$ cat config.mk
export PLATFORM = sky130hd
export DESIGN_NAME = pipeline_hazard_ctrl
export DESIGN_NICKNAME = d
export VERILOG_FILES = /design/src/rtl/pipe_ctrl_pkg.sv /design/src/rtl/pipe_mc_fsm.sv /design/src/rtl/pipeline_hazard_ctrl.sv
export SDC_FILE = /design/constraint.sdc
export NUM_CORES = 1
export LEC_CHECK = 0
export CORE_AREA = 2 2 42 44
export DETAILED_ROUTE_END_ITERATION = 8
export DIE_AREA = 0 0 44 46
export GPL_ROUTABILITY_DRIVEN = 0
export PLACE_DENSITY = 0.8
export SETUP_SLACK_MARGIN = 0.05
export SLEW_MARGIN = 20
export SYNTH_ARGS = -nofsm -noshare
export SYNTH_HDL_FRONTEND = slang
export SYNTH_SLANG_ARGS = --single-unit
export TNS_END_PERCENT = 5
$ cat constraint.sdc
create_clock -name clk -period 1.7 [get_ports clk]
set_clock_uncertainty 0.15 [all_clocks]
set_input_delay 0.17 -clock clk [delete_from_list [all_inputs] [get_ports clk]]
set_output_delay 0.17 -clock clk [all_outputs]
set_load 0.01 [all_outputs]
$ cat src/rtl/pipe_ctrl_pkg.sv
// Shared types and constants for the pipeline stall/flush sequencer.
package pipe_ctrl_pkg;

    localparam int REG_AW_DEF = 5;

    typedef enum logic [1:0] {
        MC_IDLE  = 2'd0,
        MC_START = 2'd1,
        MC_WAIT  = 2'd2,
        MC_DONE  = 2'd3
    } mc_state_t;

    // Full set of stage controls, ordered from the PC down to MEM/WB.
    typedef struct packed {
        logic pc_en;
        logic if_id_en;
        logic if_id_clear;
        logic id_ex_en;
        logic id_ex_clear;
        logic ex_mem_en;
        logic ex_mem_clear;
        logic mem_wb_en;
        logic mem_wb_clear;
    } pipe_ctl_t;

    localparam pipe_ctl_t CTL_OFF      = 9'b0_00_00_00_00;
    localparam pipe_ctl_t CTL_NORMAL   = 9'b1_10_10_10_10;
    localparam pipe_ctl_t CTL_MEM_HOLD = 9'b0_00_00_00_00;
    localparam pipe_ctl_t CTL_MC_STALL = 9'b0_00_00_11_10;
    localparam pipe_ctl_t CTL_BRANCH   = 9'b1_11_11_10_10;
    localparam pipe_ctl_t CTL_LOAD_USE = 9'b0_00_11_10_10;

endpackage

$ cat src/rtl/pipe_mc_fsm.sv
// Start/done handshake sequencer for the multi-cycle EX unit (MAC/divide).
module pipe_mc_fsm
    import pipe_ctrl_pkg::*;
(
    input  logic      clk,
    input  logic      rst,
    input  logic      ex_mc_op,
    input  logic      mc_done,
    input  logic      mem_stall,
    output mc_state_t state,
    output logic      mc_start,
    output logic      mc_busy
);

    // NOTE: sequential state uses non-blocking assignments so every register
    // samples the pre-edge values regardless of statement order.
    always_ff @(posedge clk) begin
        if (rst) begin
            state    <= MC_IDLE;
            mc_start <= 1'b0;
            mc_busy  <= 1'b0;
        end else begin
            case (state)
                MC_IDLE: begin
                    if (ex_mc_op && !mem_stall) begin
                        state    <= MC_START;
                        mc_start <= 1'b1;
                        mc_busy  <= 1'b1;
                    end
                end
                MC_START: begin
                    mc_start <= 1'b0;
                    state    <= mc_done ? MC_DONE : MC_WAIT;
                end
                // A data-memory stall does not hold off completion here.
                MC_WAIT: begin
                    if (mc_done) state <= MC_DONE;
                end
                MC_DONE: begin
                    if (!mem_stall) begin
                        state   <= MC_IDLE;
                        mc_busy <= 1'b0;
                    end
                end
                default: begin
                    state    <= MC_IDLE;
                    mc_start <= 1'b0;
                    mc_busy  <= 1'b0;
                end
            endcase
        end
    end

endmodule

$ cat src/rtl/pipeline_hazard_ctrl.sv
// Stall/flush sequencer for the 5-stage core: drives en/clear of each pipeline
// register and the PC enable. Optional perf counters under PIPE_CTRL_PERF_EN.
module pipeline_hazard_ctrl
    import pipe_ctrl_pkg::*;
#(
    parameter int REG_AW = REG_AW_DEF,
    parameter int CNT_W  = 32
) (
    input  logic              clk,
    input  logic              rst,
    input  logic [REG_AW-1:0] id_rs1,
    input  logic [REG_AW-1:0] id_rs2,
    input  logic              id_rs1_used,
    input  logic              id_rs2_used,
    input  logic [REG_AW-1:0] ex_rd,
    input  logic              ex_mem_read,
    input  logic              ex_branch_taken,
    input  logic              ex_mc_op,
    input  logic              mc_done,
    input  logic              mem_stall,
    output logic              pc_en,
    output logic              if_id_en,
    output logic              if_id_clear,
    output logic              id_ex_en,
    output logic              id_ex_clear,
    output logic              ex_mem_en,
    output logic              ex_mem_clear,
    output logic              mem_wb_en,
    output logic              mem_wb_clear,
    output logic              mc_start,
`ifdef PIPE_CTRL_PERF_EN
    output logic [CNT_W-1:0]  stall_cycles,
    output logic [CNT_W-1:0]  flush_count,
`endif
    output logic              mc_busy
);

    mc_state_t mc_state;
    logic      mc_start_q;
    logic      load_use;
    logic      mc_stall;
    logic      flush_taken;
    pipe_ctl_t ctl;

    pipe_mc_fsm u_mc_fsm (
        .clk       (clk),
        .rst       (rst),
        .ex_mc_op  (ex_mc_op),
        .mc_done   (mc_done),
        .mem_stall (mem_stall),
        .state     (mc_state),
        .mc_start  (mc_start_q),
        .mc_busy   (mc_busy)
    );

    assign load_use = ex_mem_read && (ex_rd != '0) &&
                      ((id_rs1_used && (id_rs1 == ex_rd)) ||
                       (id_rs2_used && (id_rs2 == ex_rd)));
    assign mc_stall = ex_mc_op && (mc_state != MC_DONE);

    // NOTE: ctl and flush_taken get a default before any branch, so no path
    // leaves them unassigned and no latch is inferred.
    always_comb begin
        ctl         = CTL_OFF;
        flush_taken = 1'b0;
        if (!rst) begin
            if (mem_stall) begin
                ctl = CTL_MEM_HOLD;
            end else if (mc_stall) begin
                ctl = CTL_MC_STALL;
            end else if (ex_branch_taken) begin
                // The ID instruction is squashed, so a load-use on it is moot.
                ctl         = CTL_BRANCH;
                flush_taken = 1'b1;
            end else if (load_use) begin
                ctl = CTL_LOAD_USE;
            end else begin
                ctl = CTL_NORMAL;
            end
        end
    end

    assign {pc_en, if_id_en, if_id_clear, id_ex_en, id_ex_clear,
            ex_mem_en, ex_mem_clear, mem_wb_en, mem_wb_clear} = ctl;
    assign mc_start = mc_start_q && !rst;

`ifdef PIPE_CTRL_PERF_EN
    always_ff @(posedge clk) begin
        if (rst) begin
            stall_cycles <= '0;
            flush_count  <= '0;
        end else begin
            if (!pc_en)      stall_cycles <= stall_cycles + CNT_W'(1);
            if (flush_taken) flush_count  <= flush_count + CNT_W'(1);
        end
    end
`endif

endmodule

Word level (Yosys, flattened, before mapping)
Index checks and enable logic that the tools add are counted.

word-level totals
  input bits = 24
  register bits after elaboration = 4
  logic and storage cells = 43
  output and inout bits = 11

operators by class
  eq/ne operators = 9
  multiplexer cells = 14
  reduce and logical (&&, ||, !) cells = 17

operator list
  operator                                                                number
  9-bit two-way mux                                                       5
  5-bit equality test                                                     2
  2-bit case mux with 4 select lines                                      1
  1-bit logical AND                                                       7
  2-bit two-way mux                                                       3
  2-bit != test (second input constant)                                   3
  3-bit AND reduction                                                     2
  5-bit nonzero test                                                      1
  2-bit equality test (second input constant)                             2
  1-bit case mux with 2 select lines                                      2
  2-bit nonzero test                                                      2
  1-bit two-way mux                                                       3
  2-bit by 1-bit equality test with 1-bit output (second input constant)  1
  1-bit zero test                                                         2
  2-bit zero test                                                         1
  2-bit by 1-bit != test with 1-bit output (second input constant)        1
  2-bit AND reduction                                                     1
  1-bit logical OR                                                        1

Longest topological paths before layout
  depth after elaboration = 9
  depth in mapped cells = 6
  depth with buffers taken out = 6

Hierarchy
From an unflattened synthesis, not the netlist that was laid out.

unflattened totals
  cells, all modules = 59
  area total of the unflattened synthesis = 518.0 µm²

modules (own cells, without submodules)
  module                cells each  times used  area an instance (µm²)
  pipe_mc_fsm           30          1           296.5
  pipeline_hazard_ctrl  29          1           221.5

Least setup slack after synthesis
OpenSTA, ideal clock, no wires.

  path type = register to output
  from = register u_mc_fsm.state[1]
  to = output pc_en
  path slack = 146 ps
  cell stages (with the launch flop) = 7
  data arrival time = 1234 ps
  data required time = 1380 ps
  cell sequence = dfxtp_1 > ha_1 > nand2b_1 > nand2_1 > inv_1 > o31a_1 > buf_4

on the way
  word-level cells in the longest chain between the ends = 5

RTL lines
  element                   RTL line                    text
  start: declaration        pipe_mc_fsm.sv:10           output mc_state_t state,
  start signal: assignment  pipe_mc_fsm.sv:33           state <= mc_done ? MC_DONE : MC_WAIT;
  2-bit != test             pipeline_hazard_ctrl.sv:59  assign mc_stall = ex_mc_op && (mc_state != MC_DONE);
  1-bit logical AND         pipeline_hazard_ctrl.sv:59
  9-bit two-way mux         pipeline_hazard_ctrl.sv:69  end else if (mc_stall) begin
  9-bit two-way mux         pipeline_hazard_ctrl.sv:67  if (mem_stall) begin
  9-bit two-way mux         pipeline_hazard_ctrl.sv:66  if (!rst) begin
  end: declaration          pipeline_hazard_ctrl.sv:21  output logic pc_en,

No other way between the ends.

Final worst setup path
  from = input id_rs1[3]
  to = output pc_en

on the way
  word-level cells in the longest chain between the ends = 9

RTL lines
  element              RTL line                    text
  start: declaration   pipeline_hazard_ctrl.sv:11  input logic [REG_AW-1:0] id_rs1,
  5-bit equality test  pipeline_hazard_ctrl.sv:57  ((id_rs1_used && (id_rs1 == ex_rd)) ||
  1-bit logical AND    pipeline_hazard_ctrl.sv:57
  1-bit logical OR     pipeline_hazard_ctrl.sv:57
  1-bit logical AND    pipeline_hazard_ctrl.sv:56  assign load_use = ex_mem_read && (ex_rd != '0) &&
  9-bit two-way mux    pipeline_hazard_ctrl.sv:75  end else if (load_use) begin
  9-bit two-way mux    pipeline_hazard_ctrl.sv:71  end else if (ex_branch_taken) begin
  9-bit two-way mux    pipeline_hazard_ctrl.sv:69
  9-bit two-way mux    pipeline_hazard_ctrl.sv:67
  9-bit two-way mux    pipeline_hazard_ctrl.sv:66

No other way between the ends.

==> impl_metrics.py <==
metrics = {
    "critical_path": {
        "r2r_end": "u_mc_fsm.state[0]$_SDFFE_PP0P_",
        "path_cells": "buf_6, xor2_2, nor4_2, a32oi_2, o31a_1, buf_2",
        "cp_slowest_stage_delay_ns": 0.32,
        "required_ns": 1.38,
        "worstReg2RegStart": "u_mc_fsm.state[0]$_SDFFE_PP0P_",
        "worstPathMaxFanout": 2,
        "critPathLaunch": "id_rs1[3]",
        "worst_setup_path_end_kind": "primary output",
        "crit_slowest_cell": "o31a_1",
        "critPathLaunchType": "input pin",
        "reg2regPathDepth": 7,
        "arrival_ns": 1.36,
        "reg2reg_slack_ns": 0.04,
        "worstSetupPathType": "in2out",
    },
    "power_and_ir_drop": {
        "powerDensity_nw_per_um2": 864,
        "total_power_w": 0.000837,
        "p_int_w": 0.000516,
        "seqPwrFrac_pct": 19.0,
        "max-vdd-ir-drop_mv": 0.653,
        "p_sw_w": 0.000320,
        "power_frac_comb_pct": 67.0,
        "switching_share_pct": 38.3,
        "p_clk_share_pct": 14.0,
        "p_leak_nw": 0.479,
    },
    "outcome": {
        "status": "finished clean",
    },
    "global_route": {
        "overflow": 0,
        "grt_pass1_vias": 572,
        "track_usage_pct": 15.0,
        "antenna_found_initial": 0,
        "grt_max_degree": 7,
        "grt_pass1_wl_um": 2190,
    },
    "floorplanning": {
        "die_x_um": 44,
        "fp.coreArea_um2": 1610,
        "fp.dieArea_um2": 2020,
        "start_util_pct": 29.8,
        "io_pins": 35,
        "rows": 15,
        "die_y_um": 46,
    },
    "worst_hold_path": {
        "hold_class": "reg2reg",
        "whs_path_depth": 2,
        "whs_endpoint": "u_mc_fsm.mc_start$_SDFFE_PP0P_",
        "hp-start": "u_mc_fsm.mc_start$_SDFFE_PP0P_",
    },
    "timing": {
        "holdWs_ns": 0.357,
        "slew_viol_final": 0,
        "rsz0062_at_grt": "yes",
        "period_share_pct": 98.6,
        "fin_setup_tns_ns": 0,
        "hold_viol": 0,
        "fmax_ghz": 0.597,
        "setup_violations": 0,
        "period_needed_ns": 1.68,
    },
    "layout": {
        "layout_common_cells": "buf_4 (14), clkdlybuf4s50_1 (9), inv_1 (7), clkbuf_2 (7), xor2_1 (6)",
        "stdcell_area_um2": 968,
        "final_common_cell": "buf_4",
        "drive_gt1_share_pct": 44.9,
        "multiInputGateArea_um2": 440,
        "area_growth_pct": 101,
        "antenna_cells": 0,
        "regArea_um2": 82.6,
        "fillCellCount": 151,
        "nNetsFinal": 138,
    },
    "clocking": {
        "htree_levels": 1,
        "clk_pin_slew_worst_paths_ns": 0.04,
        "clk_latency_ns": 0.23,
        "cts_buffer_depth": 2,
        "postCtsSetupRepairBufs": 0,
        "cts_root_buffer": "clkbuf_4",
        "clkSinkCount": 4,
        "cts_buffers": 3,
        "cts_tree": "done",
        "hold_buffers": 0,
    },
    "detailed_routing": {
        "viasPerCell": 4.83,
        "drt_pre_antenna_iters": 4,
        "ant_nets": 0,
        "route.detailed.drc": 0,
        "vias": 599,
        "drt_iter0_drc": 3,
        "routed_wl_um": 1520,
        "wl_per_cell_um": 12.2,
    },
    "logic_synthesis": {
        "ys_seq_area_share_pct": 16.6,
        "synth_warnings": 0,
        "synth_seq_cells": 4,
        "syn_nets": 90,
        "syn-cell-area_um2": 482,
        "syn_inst": 61,
        "synth.distinct_cells": 29,
        "synth.avg_cell_area_um2": 7.90,
    },
    "placed_design": {
        "dpl_cell_area_um2": 908,
        "place_hpwl_um": 1170,
        "portBuffers": 33,
    },
    "flow_run": {
        "cap_violations": 0,
    },
}
synthesized netlist by cell type:
library cell | count | area share [%]
a211oi_1 | 1 | 1.6
a21oi_1 | 3 | 3.1
a221oi_1 | 1 | 1.8
a22oi_1 | 1 | 1.6
a2bb2oi_2 | 1 | 3.1
a32oi_1 | 1 | 1.8
and2_0 | 1 | 1.3
buf_4 | 3 | 4.7
conb_1 | 1 | 0.78
dfxtp_1 | 4 | 17
ha_1 | 5 | 13
inv_1 | 8 | 6.2
mux2i_1 | 1 | 2.1
nand2_1 | 2 | 1.6
nand2b_1 | 1 | 1.3
nor2_1 | 5 | 3.9
nor2b_1 | 1 | 1.3
nor2b_2 | 1 | 1.8
nor3_1 | 1 | 1.0
nor4_1 | 1 | 1.3
nor4_2 | 1 | 2.6
o21ai_0 | 1 | 1.0
o21ai_1 | 2 | 2.1
o22ai_1 | 1 | 1.3
o31a_1 | 1 | 1.8
o31ai_1 | 1 | 1.6
or4_1 | 1 | 1.6
xnor2_1 | 2 | 3.6
xor2_1 | 8 | 15
flip-flops by register name, indices dropped and copies added (netlist names):
register	count
u_mc_fsm.mc_start	1
u_mc_fsm.state	2
u_mc_fsm.mc_busy	1
worst max-delay path, delay by kind of cell:
family	cells	cell delay (ns)
AOI/OAI and AO/OA	2	0.48
and+or+nand+nor	1	0.29
buffers and inverters	2	0.24
xor gates and xnor gates	1	0.17
timing repair:
item	in CTS	in global routing
gates resized for setup	46	39
pin swaps	10	13
setup endpoints to repair	10	8
cloned	0	0
endpoints found under the hold margin	0	0
layer usage:
layer  GRT usage, %  wire [µm]  vias up
li1               -          -      298
met1           14.8        644      262
met2           27.9        694       39
met3           8.73        177        0
met4           1.82          0        0
met5              0          0        -
cell families (layout without fill, tap and decap cells):
| logic type | after synthesis | in the layout | share of synthesized area, % |
|---|---|---|---|
| fa+ha+maj | 5 | 5 | 13.0 |
| simple gates | 15 | 15 | 17.7 |
| other cells | 1 | 1 | 0.778 |
| xor+xnor | 10 | 10 | 18.2 |
| buf+inv | 11 | 57 | 10.9 |
| compound gates | 14 | 14 | 20.8 |
| flops | 4 | 4 | 16.6 |
| mux | 1 | 1 | 2.08 |
final cells by class:
cell class                 instances  area share, %
tap                               17           2.20
sequential                         4           8.53
clock buffer                       3           2.33
timing repair buffer              46           38.4
multi-input combinational         46           45.5
inverter                           8           3.10
worst max-delay path by stage:
stage	endpoint	slack [ns]
detailed placement	pc_en	-0.71
floorplan	pc_en	0.15
finish	pc_en	0.02
global placement	id_ex_clear	-0.68
CTS	id_ex_clear	-0.04
global route	u_mc_fsm.state[0]$_SDFFE_PP0P_	-0.05
through the flow:
stage,utilization [%],worst slack [ns],instances
detailed placement,56.3,-0.709,121
CTS,57.5,-0.0380,124
finish,60.0,0.0242,124
global route,60.0,-0.0505,124
floorplan,-,0.146,61
global placement,56.3,-0.678,121
power groups by stage:
stage,Clock [W],Sequential [W],Combinational [W]
6_report,0.000117,0.000159,0.000560
3_3_place_gp,0,0.000144,0.000466
4_1_cts,0.000125,0.000146,0.000494
3_5_place_dp,0,0.000146,0.000488
5_1_grt,0.000136,0.000162,0.000619
2_1_floorplan,0,0.000154,0.000249
Note: power is estimated with default switching activity, not from simulation.
